--- src/rtl/lock_pkg.sv ---
// Shared key codes, FSM state encoding and a digit check for the coded-lock key arbiter.
package lock_pkg;

    localparam logic [3:0] KEY_CANCEL  = 4'hA;
    localparam logic [3:0] KEY_CONFIRM = 4'hB;

    localparam logic [1:0] ST_IDLE  = 2'd0;
    localparam logic [1:0] ST_OWN   = 2'd1;
    localparam logic [1:0] ST_GAP   = 2'd2;
    localparam logic [1:0] ST_STALL = 2'd3;

    function automatic logic is_digit(input logic [3:0] k);
        return (k <= 4'd9);
    endfunction

endpackage

--- src/rtl/lock_rr_arb2.sv ---
// Two-way round-robin grant for session start; a forced grant lets a preempting source win outright.
module lock_rr_arb2 (
    input  logic       clk,
    input  logic       clr_n,
    input  logic [1:0] req,
    input  logic       take,
    input  logic       force_vld,
    input  logic       force_id,
    output logic [1:0] gnt
);

    logic rr_last_q, rr_last_d;

    always_comb begin
        rr_last_d = rr_last_q;
        gnt       = 2'b00;
        if (force_vld) begin
            gnt       = force_id ? 2'b10 : 2'b01;
            rr_last_d = force_id;
        end else if (req == 2'b11) begin
            gnt = rr_last_q ? 2'b01 : 2'b10;
            if (take) begin
                rr_last_d = ~rr_last_q;
            end
        end else begin
            gnt = req;
        end
    end

    // rr_last starts at 1 so that src 0 wins the first contested grant
    always_ff @(posedge clk) begin
        if (!clr_n) begin
            rr_last_q <= 1'b1;
        end else begin
            rr_last_q <= rr_last_d;
        end
    end

endmodule

--- src/rtl/lock_key_arbiter.sv ---
// Shares the coded-lock key interface between the door keypad (src 0) and the remote panel (src 1).
// Define LOCK_ARB_PREEMPT_EN to let the non-owner end a session with a cancel key and take it over.
//   state | meaning
//   IDLE  | no session; picks an owner from the valid sources
//   OWN   | owner may send one key; idle timeout running
//   GAP   | post-key spacing; returns to OWN (owner kept) or IDLE / preemptor
//   STALL | lock reports open or locked out; nobody is served
module lock_key_arbiter
    import lock_pkg::*;
#(
    parameter int GAP     = 1,
    parameter int TIMEOUT = 16,
    parameter int TW      = 5
) (
    input  logic       clk,
    input  logic       clr_n,
    input  logic [1:0] s_valid,
    input  logic [7:0] s_key,
    output logic [1:0] s_ready,
    input  logic       unlock_ok,
    input  logic       locking,
    output logic       key_stb,
    output logic [3:0] din,
    output logic       confirm,
    output logic       cancel,
    output logic [1:0] owner,
    output logic       busy
);

    localparam int GW = (GAP > 1) ? $clog2(GAP + 1) : 1;
    // The counter is frozen in GAP, so the gap cycles are credited up front on each digit.
    localparam logic [TW-1:0] TO_LAST   = TW'(TIMEOUT - 1);
    localparam logic [TW-1:0] TO_CREDIT = (GAP >= TIMEOUT - 1) ? TW'(TIMEOUT - 1) : TW'(GAP);

    logic [1:0]    state_q, state_d;
    logic [1:0]    owner_q, owner_d;
    logic [1:0]    pend_q, pend_d;
    logic [TW-1:0] to_cnt_q, to_cnt_d;
    logic [GW-1:0] gap_cnt_q, gap_cnt_d;
    logic [3:0]    din_q, din_d;
    logic          key_stb_q, key_stb_d;
    logic          confirm_q, confirm_d;
    logic          cancel_q, cancel_d;

    logic       stall_in, to_hit, own_rdy, acc_own, acc_pre, go_gap, arb_take;
    logic [3:0] key_own;
    logic [1:0] arb_gnt;

    assign stall_in = unlock_ok | locking;
    assign key_own  = owner_q[1] ? s_key[7:4] : s_key[3:0];
    assign to_hit   = (state_q == ST_OWN) && (to_cnt_q == TO_LAST);
    assign own_rdy  = (state_q == ST_OWN) && !to_hit;
    assign acc_own  = |(s_valid & s_ready & owner_q);
    assign arb_take = (state_q == ST_IDLE) && !stall_in;

`ifdef LOCK_ARB_PREEMPT_EN
    logic [1:0] other;
    logic [3:0] other_key;
    logic       pre_req;

    assign other     = ~owner_q;
    assign other_key = owner_q[1] ? s_key[3:0] : s_key[7:4];
    // The owner's own key wins the single transfer slot over a preempt attempt.
    assign pre_req   = own_rdy && !(|(s_valid & owner_q)) && (|(s_valid & other))
                       && (other_key == KEY_CANCEL);
    assign s_ready   = own_rdy ? (owner_q | (pre_req ? other : 2'b00)) : 2'b00;
    assign acc_pre   = pre_req;
`else
    assign s_ready   = own_rdy ? owner_q : 2'b00;
    assign acc_pre   = 1'b0;
`endif

    lock_rr_arb2 u_arb (
        .clk       (clk),
        .clr_n     (clr_n),
        .req       (s_valid),
        .take      (arb_take),
        .force_vld (acc_pre),
        .force_id  (owner_q[0]),
        .gnt       (arb_gnt)
    );

    always_comb begin
        state_d   = state_q;
        owner_d   = owner_q;
        pend_d    = pend_q;
        to_cnt_d  = to_cnt_q;
        gap_cnt_d = gap_cnt_q;
        din_d     = din_q;
        key_stb_d = 1'b0;
        confirm_d = 1'b0;
        cancel_d  = 1'b0;
        go_gap    = 1'b0;

        if (acc_own) begin
            if (is_digit(key_own)) begin
                key_stb_d = 1'b1;
                din_d     = key_own;
            end else if (key_own == KEY_CONFIRM) begin
                key_stb_d = 1'b1;
                confirm_d = 1'b1;
            end else if (key_own == KEY_CANCEL) begin
                key_stb_d = 1'b1;
                cancel_d  = 1'b1;
            end
        end else if (acc_pre) begin
            key_stb_d = 1'b1;
            cancel_d  = 1'b1;
        end

        case (state_q)
            ST_IDLE: begin
                if (|s_valid) begin
                    owner_d  = arb_gnt;
                    to_cnt_d = '0;
                    state_d  = ST_OWN;
                end
            end
            ST_OWN: begin
                if (to_hit) begin
                    if (!stall_in) begin
                        key_stb_d = 1'b1;
                        cancel_d  = 1'b1;
                    end
                    owner_d = 2'b00;
                    go_gap  = 1'b1;
                end else if (acc_own && is_digit(key_own)) begin
                    to_cnt_d = TO_CREDIT;
                    go_gap   = 1'b1;
                end else if (acc_own && (key_own == KEY_CONFIRM || key_own == KEY_CANCEL)) begin
                    owner_d = 2'b00;
                    go_gap  = 1'b1;
                end else if (acc_pre) begin
                    owner_d = 2'b00;
                    pend_d  = arb_gnt;
                    go_gap  = 1'b1;
                end else begin
                    to_cnt_d = to_cnt_q + 1'b1;
                end
            end
            ST_GAP: begin
                if (gap_cnt_q == '0) begin
                    if (owner_q != 2'b00) begin
                        state_d = ST_OWN;
                    end else if (pend_q != 2'b00) begin
                        owner_d  = pend_q;
                        pend_d   = 2'b00;
                        to_cnt_d = '0;
                        state_d  = ST_OWN;
                    end else begin
                        state_d = ST_IDLE;
                    end
                end else begin
                    gap_cnt_d = gap_cnt_q - 1'b1;
                end
            end
            ST_STALL: begin
                if (!stall_in) begin
                    state_d = ST_IDLE;
                end
            end
            default: state_d = ST_IDLE;
        endcase

        if (go_gap) begin
            if (owner_d == 2'b00) begin
                to_cnt_d = '0;
            end
            if (GAP == 0) begin
                if (owner_d == 2'b00 && pend_d != 2'b00) begin
                    owner_d = pend_d;
                    pend_d  = 2'b00;
                end
                state_d = (owner_d != 2'b00) ? ST_OWN : ST_IDLE;
            end else begin
                state_d   = ST_GAP;
                gap_cnt_d = GW'(GAP - 1);
            end
        end

        // Lock has left keying: drop the session silently, but still forward a key taken this cycle.
        if (stall_in) begin
            state_d   = ST_STALL;
            owner_d   = 2'b00;
            pend_d    = 2'b00;
            to_cnt_d  = '0;
            gap_cnt_d = '0;
        end
    end

    always_ff @(posedge clk) begin
        if (!clr_n) begin
            state_q   <= ST_IDLE;
            owner_q   <= 2'b00;
            pend_q    <= 2'b00;
            to_cnt_q  <= '0;
            gap_cnt_q <= '0;
            din_q     <= 4'd0;
            key_stb_q <= 1'b0;
            confirm_q <= 1'b0;
            cancel_q  <= 1'b0;
        end else begin
            state_q   <= state_d;
            owner_q   <= owner_d;
            pend_q    <= pend_d;
            to_cnt_q  <= to_cnt_d;
            gap_cnt_q <= gap_cnt_d;
            din_q     <= din_d;
            key_stb_q <= key_stb_d;
            confirm_q <= confirm_d;
            cancel_q  <= cancel_d;
        end
    end

    assign key_stb = key_stb_q;
    assign din     = din_q;
    assign confirm = confirm_q;
    assign cancel  = cancel_q;
    assign owner   = owner_q;
    assign busy    = (state_q != ST_IDLE);

endmodule
--- config.mk ---
export PLATFORM = sky130hd
export DESIGN_NAME = lock_key_arbiter
export DESIGN_NICKNAME = d
export VERILOG_FILES = /design/src/rtl/lock_pkg.sv /design/src/rtl/lock_rr_arb2.sv /design/src/rtl/lock_key_arbiter.sv
export SDC_FILE = /design/constraint.sdc
export NUM_CORES = 1
export LEC_CHECK = 0
export ABC_AREA = 1
export CORE_MARGIN = 1
export CORE_UTILIZATION = 55
export DETAILED_ROUTE_END_ITERATION = 16
export DONT_BUFFER_PORTS = 1
export GPL_ROUTABILITY_DRIVEN = 0
export HOLD_SLACK_MARGIN = 0.05
export MAX_ROUTING_LAYER = met4
export PLACE_DENSITY = 0.71
export REMOVE_ABC_BUFFERS = 1
export SLEW_MARGIN = 40
export SYNTH_ARGS = -nofsm -noshare
export SYNTH_HDL_FRONTEND = slang
export SYNTH_SLANG_ARGS = --single-unit
export TNS_END_PERCENT = 30
--- constraint.sdc ---
create_clock -name clk -period 4.61 [get_ports clk]
set_input_delay 0.922 -clock clk [delete_from_list [all_inputs] [get_ports clk]]
set_output_delay 0.922 -clock clk [all_outputs]
set_load 0.02 [all_outputs]
==> impl_metrics.ini <==
[sta]
hold_viol_final = 0
clock_skew_ns = 0.0123
rsz0062_at_grt = false
max_freq_mhz = 371
fin_hold_ws_ns = 0.481
worst_pin_slew_ns = 0.603
finalSetupViolCount = 0
setup-tns-final_ns = 0
finalCritPeriodShare_pct = 58.5
max-slew-margin-rel_pct = 59.7
fin_crit_ns = 2.70
slew_violations = 0

[clock_tree]
cts_buffers = 3
ctsHoldBuffers = 0
cts_max_path_buffers = 2
clock-sinks = 17
cts_resized = 0
path_clk_slew_ns = 0.11
cts_root_buffer = clkbuf_4
worstSkewPairLatency_ns = 0.29
cts_tree = built
htree_levels = 1
cts_setup_buffers = 0

[route]
ant_nets = 0
wl_per_cell_microns = 11.7
remaining_drc_errors = 0
first_pass_iters = 4
drtIter0Drc = 24
vias_per_cell = 5.27
vias = 986
drt_wl_total_microns = 2190

[floorplan]
rows = 15
dieArea_sq_mm = 0.00220
die_y_microns = 46.9
io_pins = 26
start_util_pct = 61.5
die_w_microns = 46.9
core-area_sq_mm = 0.00180

[cells_and_area]
syn2layout_area_growth_pct = 2.60
final_common_cell = nand2_1
fillers = 178
final_cell_mix = nand2_1, inv_1, dfxtp_1, nor2_1, nand2_2
nets = 183
multi_input_area_sq_um = 612
regArea_sq_um = 340
antenna_cells = 0
postLayoutCellArea_sq_mm = 0.00114
drive_gt1_share_pct = 15.4

[synthesis]
synth_edf_count = 0
syn-mean-instance-area_sq_um = 6.89
netlist_instances = 161
synth-seq-area-share_pct = 30.7
synthDistinctLibCells = 29
ys.flop_type = dfxtp_1
ys_warn_count = 0
synth_seq_cells = 17
async_flop_share_pct = 0
synth_area_sq_mm = 0.00111

[flow_run]
cap_violations = 0

[critical_path]
arrival_ns = 1.77
crit_path_end_kind = output port
required_ns = 3.69
cp_max_fo = 4
start_kind = flop
critPathKind = reg2out

[hold_path]
min_path_type = reg2reg

[global_route]
grtUsageMet2_pct = 36.7
grt_max_degree = 13
track_usage_pct = 21.7
grt_pass1_vias = 809
grtUsageMet3_pct = 2.69
overflow = 0
busiest_layer = met2
grt_pass1_wl_microns = 3350
grt_use_met1_pct = 27.4
grt_antenna_before_repair = 0

[place]
io_buffers = 0
hpwl_microns = 1680
place_area_sq_mm = 0.00111

[power]
power_mw = 0.278
power.leakage_nw = 0.599
ir_drop_mv = 0.134
p_per_area_mw_per_mm2 = 244

[run_status]
outcome = complete, no violations
==> cells by family after synthesis <==
logic type                 synth area share [%]
and+or+nand+nor                            34.4
buffers and inverters                      14.1
AOI/OAI and AO/OA                          12.3
DFF                                        30.7
adders and majority gates                  6.77
xor gates and xnor gates                  0.790
muxes                                     0.903
==> sequential cells by signal, indices dropped and copies added, names as in the netlist <==
register	count
din	4
confirm	1
to_cnt_q	5
state_q	2
owner	2
u_arb.rr_last_q	1
key_stb	1
cancel	1
==> stage by stage <==
stage               std cells  setup WS (ns)  utilization, %
floorplan                 158           2.37               -
global placement          183           2.29            61.6
detailed placement        183           2.25            61.6
CTS                       187           1.92            63.1
global route              187           1.83            63.1
finish                    187           1.91            63.1
==> final cells by class <==
cell class / count / share of cell area (%)
sequential: 17 / 29.9
inverter: 31 / 11.1
clock inverter: 1 / 0.440
multi-input combinational: 110 / 53.8
clock buffer: 3 / 1.98
tap: 25 / 2.75
==> synthesized netlist by cell type (2+ instances only) <==
| cell | instances | share of area (%) |
|---|---|---|
| inv_4 | 2 | 1.1 |
| nand4_1 | 2 | 1.1 |
| o21ai_2 | 3 | 2.4 |
| o21ai_0 | 3 | 1.4 |
| nor2_2 | 2 | 1.1 |
| inv_1 | 27 | 9.1 |
| nand3_2 | 2 | 1.8 |
| nand2_1 | 44 | 15 |
| a21oi_1 | 6 | 2.7 |
| buf_6 | 2 | 2.0 |
| nand3_1 | 6 | 2.7 |
| o21bai_1 | 2 | 1.4 |
| nand2_2 | 8 | 4.5 |
| nor3_1 | 3 | 1.4 |
| a31oi_1 | 2 | 1.1 |
| a211oi_1 | 3 | 2.0 |
| nor2_1 | 11 | 3.7 |
| dfxtp_1 | 17 | 31 |
| ha_1 | 6 | 6.8 |
==> worst max-delay path, stage by stage (launching register included) <==
cell and delay (ns):
dfxtp_1 0.35, ha_1 0.22, nand2_1 0.08, nor2_1 0.04, ha_1 0.18, inv_1 0.11, nand2_1 0.11, nor2_1 0.40
==> power by group <==
group	switching (mW)	internal [mW]
combinational	0.0289	0.0156
clock	0.0478	0.0322
sequential	0.00415	0.150
total	0.0808	0.197
==> routing by layer <==
layer / vias to the layer above / share of wire [%] / wire length (microns)
met4: 0 / 0.96 / 21
met5: - / 0 / 0
met1: 441 / 47 / 1030
li1: 503 / - / -
met2: 36 / 46 / 1000
met3: 6 / 6.3 / 138
==> worst paths after layout <==
kind / from / to / slack, ns / depth (start not counted)
setup reg to reg: to_cnt_q[0] / to_cnt_q[0] / 2.48 / 14
hold reg to reg: u_arb.rr_last_q / u_arb.rr_last_q / 0.48 / 1
hold / removal: u_arb.rr_last_q / u_arb.rr_last_q / 0.48 / 1
setup / recovery: to_cnt_q[0] / s_ready[0] / 1.91 / 7
No activity file was read; power rests on OpenSTA's default activity.
